<file path="src/rtl/serial_unpack.sv">
// Bit-serial LSB-first word receiver with framing, optional parity and a small output FIFO.
// Optional parity bit per word is enabled by defining SERIAL_UNPACK_PARITY_EN.
module serial_unpack #(
    parameter int unsigned W     = 8,
    parameter int unsigned DEPTH = 2
) (
    input  logic                         clk,
    input  logic                         rst,
    input  logic                         sin,
    input  logic                         sfirst,
    input  logic                         err_clr,
    output logic [W-1:0]                 q_data,
    output logic                         q_valid,
    input  logic                         q_ready,
    output logic [$clog2(DEPTH+1)-1:0]   level,
    output logic                         overflow,
    output logic                         frame_err,
    output logic                         par_err
);

`ifdef SERIAL_UNPACK_PARITY_EN
    localparam int unsigned F = W + 1;
`else
    localparam int unsigned F = W;
`endif
    localparam int unsigned CW = $clog2(F);
    localparam int unsigned LW = $clog2(DEPTH + 1);
    localparam int unsigned PW = (DEPTH > 1) ? $clog2(DEPTH) : 1;

    typedef enum logic {
        IDLE  = 1'b0,
        SHIFT = 1'b1
    } state_t;

    state_t          state;
    logic [CW-1:0]   cnt;
    logic [F-1:0]    sreg;
    logic [W-1:0]    mem [DEPTH];
    logic [PW-1:0]   rptr;
    logic [PW-1:0]   wptr;

    logic [F-1:0]    sreg_n;
    logic [W-1:0]    word_c;
    logic            complete_c;
    logic            parity_ok_c;
    logic            pop_c;
    logic            push_c;
    logic            drop_c;
    logic            frame_set_c;
    logic [LW-1:0]   level_n;
    logic [PW-1:0]   rptr_nx;
    logic [PW-1:0]   wptr_nx;

`ifdef SERIAL_UNPACK_PARITY_EN
    assign parity_ok_c = ~(^sreg_n);
`else
    assign parity_ok_c = 1'b1;
`endif

    // Word assembly, completion detection and FIFO push/pop decisions.
    always_comb begin
        sreg_n       = sreg;
        sreg_n[cnt]  = sin;
        word_c       = sreg_n[W-1:0];
        complete_c   = (state == SHIFT) && !sfirst && (cnt == CW'(F - 1));
        frame_set_c  = (state == SHIFT) && sfirst;
        pop_c        = q_valid && q_ready;
        push_c       = complete_c && parity_ok_c && ((level != LW'(DEPTH)) || pop_c);
        drop_c       = complete_c && parity_ok_c && (level == LW'(DEPTH)) && !pop_c;
        level_n      = level + LW'(push_c) - LW'(pop_c);
        rptr_nx      = (rptr == PW'(DEPTH - 1)) ? '0 : rptr + PW'(1);
        wptr_nx      = (wptr == PW'(DEPTH - 1)) ? '0 : wptr + PW'(1);
    end

    always_ff @(posedge clk or posedge rst) begin
        if (rst) begin
            state     <= IDLE;
            cnt       <= '0;
            sreg      <= '0;
            rptr      <= '0;
            wptr      <= '0;
            level     <= '0;
            q_valid   <= 1'b0;
            q_data    <= '0;
            overflow  <= 1'b0;
            frame_err <= 1'b0;
        end else begin
            case (state)
                IDLE: begin
                    if (sfirst) begin
                        sreg  <= F'(sin);
                        cnt   <= CW'(1);
                        state <= SHIFT;
                    end
                end
                SHIFT: begin
                    if (sfirst) begin
                        sreg <= F'(sin);
                        cnt  <= CW'(1);
                    end else if (complete_c) begin
                        sreg  <= sreg_n;
                        cnt   <= '0;
                        state <= IDLE;
                    end else begin
                        sreg <= sreg_n;
                        cnt  <= cnt + CW'(1);
                    end
                end
                default: state <= IDLE;
            endcase

            // Head register tracks the word that will sit at the read pointer after this edge.
            if (pop_c) begin
                rptr <= rptr_nx;
                if (level > LW'(1)) begin
                    q_data <= mem[rptr_nx];
                end else if (push_c) begin
                    q_data <= word_c;
                end
            end else if (push_c && (level == '0)) begin
                q_data <= word_c;
            end
            if (push_c) begin
                wptr <= wptr_nx;
            end
            level   <= level_n;
            q_valid <= (level_n != '0);

            overflow  <= (overflow && !err_clr) || drop_c;
            frame_err <= (frame_err && !err_clr) || frame_set_c;
        end
    end

    always_ff @(posedge clk) begin
        if (push_c) begin
            mem[wptr] <= word_c;
        end
    end

`ifdef SERIAL_UNPACK_PARITY_EN
    always_ff @(posedge clk or posedge rst) begin
        if (rst) begin
            par_err <= 1'b0;
        end else begin
            par_err <= (par_err && !err_clr) || (complete_c && !parity_ok_c);
        end
    end
`else
    assign par_err = 1'b0;
`endif

endmodule

</file>
<file path="config.mk">
export PLATFORM = sky130hd
export DESIGN_NAME = serial_unpack
export DESIGN_NICKNAME = d
export VERILOG_FILES = /design/src/rtl/serial_unpack.sv
export SDC_FILE = /design/constraint.sdc
export NUM_CORES = 1
export LEC_CHECK = 0
export CAP_MARGIN = 0
export CORE_MARGIN = 8
export CORE_UTILIZATION = 55
export DETAILED_ROUTE_END_ITERATION = 7
export GPL_ROUTABILITY_DRIVEN = 0
export PLACE_DENSITY = 0.83
export SYNTH_ARGS = -nofsm -noshare
export SYNTH_HDL_FRONTEND = slang
export SYNTH_SLANG_ARGS = --single-unit
</file>
<file path="constraint.sdc">
create_clock -name clk -period 5.1 [get_ports clk]
set_clock_uncertainty 0.2 [all_clocks]
set_input_delay 0.51 -clock clk [delete_from_list [all_inputs] [get_ports clk]]
set_output_delay 0.51 -clock clk [all_outputs]
set_load 0.02 [all_outputs]
</file>
# [Yosys cells after proc, flatten, opt, wreduce, memory -nomap -nowiden]
# Memory sizes are Yosys's and may differ from the RTL's.
# Index checks and enable logic that the tools add are counted.
[op_classes] mux=22 order_cmp=3 add_sub_neg=5 n_bitwise=1 n_reduce_logical=21 eq_ne=5
[ops] cell="$mux W8" count=6
[ops] cell="$pmux W8 S2" count=1
[ops] cell="$logic_and A1 B1 Y1" count=11
[ops] cell="$mux W3" count=3
[ops] cell="$bwmux W8" count=1
[ops] cell="$mux W1" count=8
[ops] cell="$pmux W3 S2" count=1
[ops] cell="$lt A3 B4 Y1 const B" count=1
[ops] cell="$ne A2 B2 Y1 const B" count=2
[ops] cell="$reduce_bool A2 Y1" count=2
[ops] cell="$add A3 B1 Y3 const B" count=1
[ops] cell="$demux W1 S3" count=1
[ops] cell="$eq A3 B3 Y1 const B" count=1
[ops] cell="$ge A3 B1 Y1 const B" count=1
[ops] cell="$logic_not A1 Y1" count=3
[ops] cell="$logic_or A1 B1 Y1" count=3
[ops] cell="$ne A3 B1 Y1 const B" count=1
[ops] cell="$add A1 B1 Y1 const B" count=2
[ops] cell="$add A2 B1 Y2" count=1
[ops] cell="$eq A2 B2 Y1 const B" count=1
[ops] cell="$gt A2 B1 Y1 const B" count=1
[ops] cell="$logic_not A2 Y1" count=1
[ops] cell="$pmux W1 S2" count=1
[ops] cell="$reduce_and A2 Y1" count=1
[ops] cell="2 further kinds" count=2
[totals] register_bits=27 word_cells=68 ram_bits=16 n_memories=1 out_inout_bits=14 input_bits=6
[mem_list] name="mem" depth=2 word_bits=8 read_ports=1 rd_ports_with_merged_regs=0 write_ports=1 line_no="38" rtl="logic [W-1:0] mem [DEPTH];"

# [Depth between registers and ports, before layout]
[depth] word_depth=8 ltp_mapped=11 depth_no_buf=9

# [Worst setup path before layout]
# No wires, ideal clock.
[synth_path] kind="register to register" from="register cnt[0]" to="register q_valid" path_slack_ns=2.820 required_time_ns=4.775 n_path_buf=2 path_stages_with_launch=11 t_arrival_ns=1.955 setup_ns=0.125 cell_sequence="dfrtp_1 -> ha_1 -> ha_1 -> and3b_1 -> buf_2 -> buf_4 -> a21o_1 -> ha_1 -> xnor2_1 -> nor3_1 -> o21bai_1"
[synth_between] elab_chain_len=6
[synth_lines] element="from (decl)" line_no="36" rtl="logic [CW-1:0] cnt;"
[synth_lines] element="from (signal assigned)" line_no="106" rtl="cnt <= cnt + CW'(1);"
[synth_lines] element="$eq A3 B3 Y1" line_no="65" rtl="complete_c = (state == SHIFT) && !sfirst && (cnt == CW'(F - 1));"
[synth_lines] element="$logic_and A1 B1 Y1" line_no="65"
[synth_lines] element="$logic_and A1 B1 Y1" line_no="68" rtl="push_c = complete_c && parity_ok_c && ((level != LW'(DEPTH)) || pop_c);"
[synth_lines] element="$add A2 B1 Y2" line_no="70" rtl="level_n = level + LW'(push_c) - LW'(pop_c);"
[synth_lines] element="$sub A2 B1 Y2" line_no="70"
[synth_lines] element="$reduce_bool A2 Y1" line_no="127" rtl="q_valid <= (level_n != '0);"
[synth_lines] element="to (signal assigned)" line_no="127"
[synth_lines] element="to (decl)" line_no="13" rtl="output logic q_valid,"
# Every way passes these cells.
# A chain may end at the register's enable or synchronous reset.

# [Final worst setup path]
[layout_path] from="register cnt[0]" to="memory mem[0][1] (enable)"
[layout_between] elab_chain_len=5
[layout_lines] element="$eq A3 B3 Y1" line_no="65"
[layout_lines] element="$logic_and A1 B1 Y1" line_no="65"
[layout_lines] element="$logic_and A1 B1 Y1" line_no="68"
[layout_lines] element="$mux W1" line_no="135" rtl="if (push_c) begin"
[layout_lines] element="$mux W1 (implied by the code)" line_no="136" rtl="mem[wptr] <= word_c;"
[layout_lines] element="to (decl)" line_no="38"
# Every way passes these cells.

==> run summary <==
Status = completed
Area Overhead vs Synth = 12.2%
Critical Path RT = 4.83 ns
Fin area = 2400 um2
Effective utilization at floorplan = 57.9%
Cell mode on critical path = ha_1
Post-DRT Antenna Nets = 0
Tmin final = 2.98 ns
DRC viols = 0
Total Routing Usage GR = 15.3%
Number of buffers created by CTS = 5
Die Span Y = 78.3 um
Sequential area share after synthesis = 54.1%
Layout fillers = 291
Number of global-route vias before repair = 1475
First-pass GRT wire length = 7440 um
Pre-Repair DR Iteration Count = 4
Async S/R FF share, synth = 62.8%
DP HPWL = 3140 um
Dpl cell area = 2310 um2
Tcrit/Tclk final = 58.5%
# placed instances = 236
Worst-Margin Slew = 1.04 ns
Max incr delay on CP = 0.64 ns
Resized cells post-CTS = 0
Avg Inst Size Synth = 11.7 um2
Worst skew pair latency = 0.30 ns
Worst-path clk slew = 0.08 ns
Max_cap viols = 0
Crit path max fanout = 18
Root Buffer = clkbuf_8
Synth Flop Type = dfrtp_1
Net Count, Synth = 191
CTS Buffer Depth = 2
Initial antenna violation count = 0
RSZ-0062 raised after global routing = no
CTS hold repair buffers = 0
Critical Path Slowest Stage Cell = dfrtp_1
Core Footprint = 3690 um2
Hold Fails Final Rpt = 0
Worst path buffer plus inverter count = 0
Cell family with most CP delay = simple AND/OR/NAND/NOR gates
Largest net degree at the start of global routing = 28
Via Count = 1494
Mapped cell area = 2140 um2
CTS Sinks = 43
Grt total ovfl = 0
Die Wd = 78.3 um
Worst slew margin = 30.6%
Post-Route WL = 4380 um
Multi-input logic area = 868 um2
Startpoint types = flop
Setup CP Type = flop to flop
Maximum VDD drop = 0.256 mV
Pwr Density = 480 nW/um2
Cell Count, Final, Fillers Out = 244
Register area = 1160 um2
Row cnt = 22
F_max = 335 MHz
Initial DRC count = 82
Layout cells sized above 1 = 11.7%
Number of synthesized flops with an enable pin = 16
Via/cell ratio = 6.12
Crit end category = flop
Mapped Cells = 182
N_diodes = 0
Die area = 6140 um2
Postcts setup bufs = 0
Final worst slack = 2.12 ns
Setup_tns = 0 ns
Arrival time at the worst endpoint = 2.71 ns
CTS tree = yes
Cell Chain, Critical Path = ha_1, ha_1, and3b_1, a21boi_2, nor2b_1
Yosys reg bits = 43
Slew Viols, Final = 0
HP Class = flop to flop
WL per Instance = 18.0 um
H-tree Lvls = 2
Setup violators final = 0
Distinct cells, synth = 43
Ys Warns = 0
Leakage = 1.00 nW
Ports = 20
NumNets Final = 204
Place WS = 1.89 ns
Buffers added on ports = 18
cells by family (layout without fill, tap and decap cells):
kind of cell	Yosys count	after routing	synth area share, %
flops	43	43	54.1
buf+inv	25	39	5.27
fa+ha+maj	3	3	1.76
xor+xnor	4	4	1.64
simple gates	43	43	12.9
other cells	1	1	0.175
mux	10	10	5.21
compound gates	53	53	19.0
layout make-up:
class | instances | area share (%)
inverters | 13 | 2.04
clock inverters | 3 | 0.626
clock buffers | 5 | 2.87
well taps | 48 | 2.51
flip-flops and latches | 43 | 48.2
multi-input cells | 114 | 36.2
repair buffers | 18 | 7.52
state kept, by name (all words and copies together), names as in the netlist, 2 cells and up:
name,flops
q_data,8
mem,16
sreg,8
level,2
cnt,3
cells in the mapped netlist (2+ instances only):
cell / number / area, um2
dfrtp_1: 27 / 676
a21oi_1: 3 / 15.0
inv_1: 12 / 45.0
xnor2_1: 3 / 26.3
o22ai_1: 8 / 50.1
o211a_1: 2 / 20.0
o221ai_1: 8 / 70.1
nand3_1: 2 / 10.0
a211oi_1: 13 / 97.6
nand3b_1: 4 / 30.0
buf_2: 6 / 30.0
ha_1: 3 / 37.5
and4b_1: 3 / 30.0
o21a_1: 2 / 15.0
nor2b_1: 2 / 12.5
o21ai_0: 3 / 15.0
a21o_1: 8 / 60.1
edfxtp_1: 16 / 480
o21bai_1: 2 / 15.0
or3b_1: 2 / 17.5
nor2_1: 9 / 33.8
and4bb_2: 2 / 25.0
nand2_1: 3 / 11.3
clkbuf_1: 3 / 11.3
nor3_1: 8 / 40.0
mux2_2: 9 / 101
buf_4: 3 / 22.5
metal layers:
layer	track usage [%]	share of wire [%]	vias to the layer above
met5	0	0	-
met4	5.00	1.3	0
met3	3.76	4.6	7
met2	25.3	49	41
met1	19.3	45	726
li1	-	-	720
report_power, final:
| group | internal, mW | total (mW) | switching (mW) |
|---|---|---|---|
| Clock | 0.0936 | 0.205 | 0.111 |
| Sequential | 0.427 | 0.517 | 0.0908 |
| Combinational | 0.211 | 0.428 | 0.217 |
layout by cell type, fill, tap and decap left out, types with 2 or more instances in the layout:
cell type and instances:
o211a_1 2, edfxtp_1 16, o21ai_0 3, a21oi_1 3, clkdlybuf4s50_1 18, a21o_1 8
clkbuf_8 5, a211oi_1 13, nor2_1 9, mux2_2 9, inv_1 12, nor3_1 8
and4b_1 3, dfrtp_1 27, or3b_1 2, nor2b_1 2, o22ai_1 8, o21a_1 2
ha_1 3, nand2_1 3, nand3_1 2, xnor2_1 3, nand3b_1 4, o21bai_1 2
clkinv_2 3, and4bb_2 2, o221ai_1 8
worst reg2reg max path: cells and delay by family, from the launching register on:
kind                     cells  cell delay, ns
AO/OA/AOI/OAI                1            0.30
adder cells (fa/ha/maj)      2            0.41
AND/OR/NAND/NOR              2            1.06
flip-flops                   1            0.64
final timing paths:
path	startpoint	endpoint	slack [ns]	depth (start not counted)
worst max-delay path	cnt[0]	mem[0][1]	2.12	5
worst min-delay path	wptr	wptr	0.30	1
worst max register to register	cnt[0]	mem[0][1]	2.12	5
worst min register to register	wptr	wptr	0.30	1
max in group asynchronous	rst	q_data[1]	3.48	2
min in group asynchronous	rst	sreg[1]	0.59	2
through the flow:
step / utilization (%) / hold slack [ns] / total power [mW]
CTS: 65.0 / 0.301 / 1.16
finish: 65.0 / 0.299 / 1.15
global placement: 62.7 / 0.270 / 0.933
global route: 65.0 / 0.312 / 1.22
floorplan: - / 0.255 / 0.806
detailed placement: 62.7 / 0.282 / 0.952
Power figures use the tool's default switching activity.
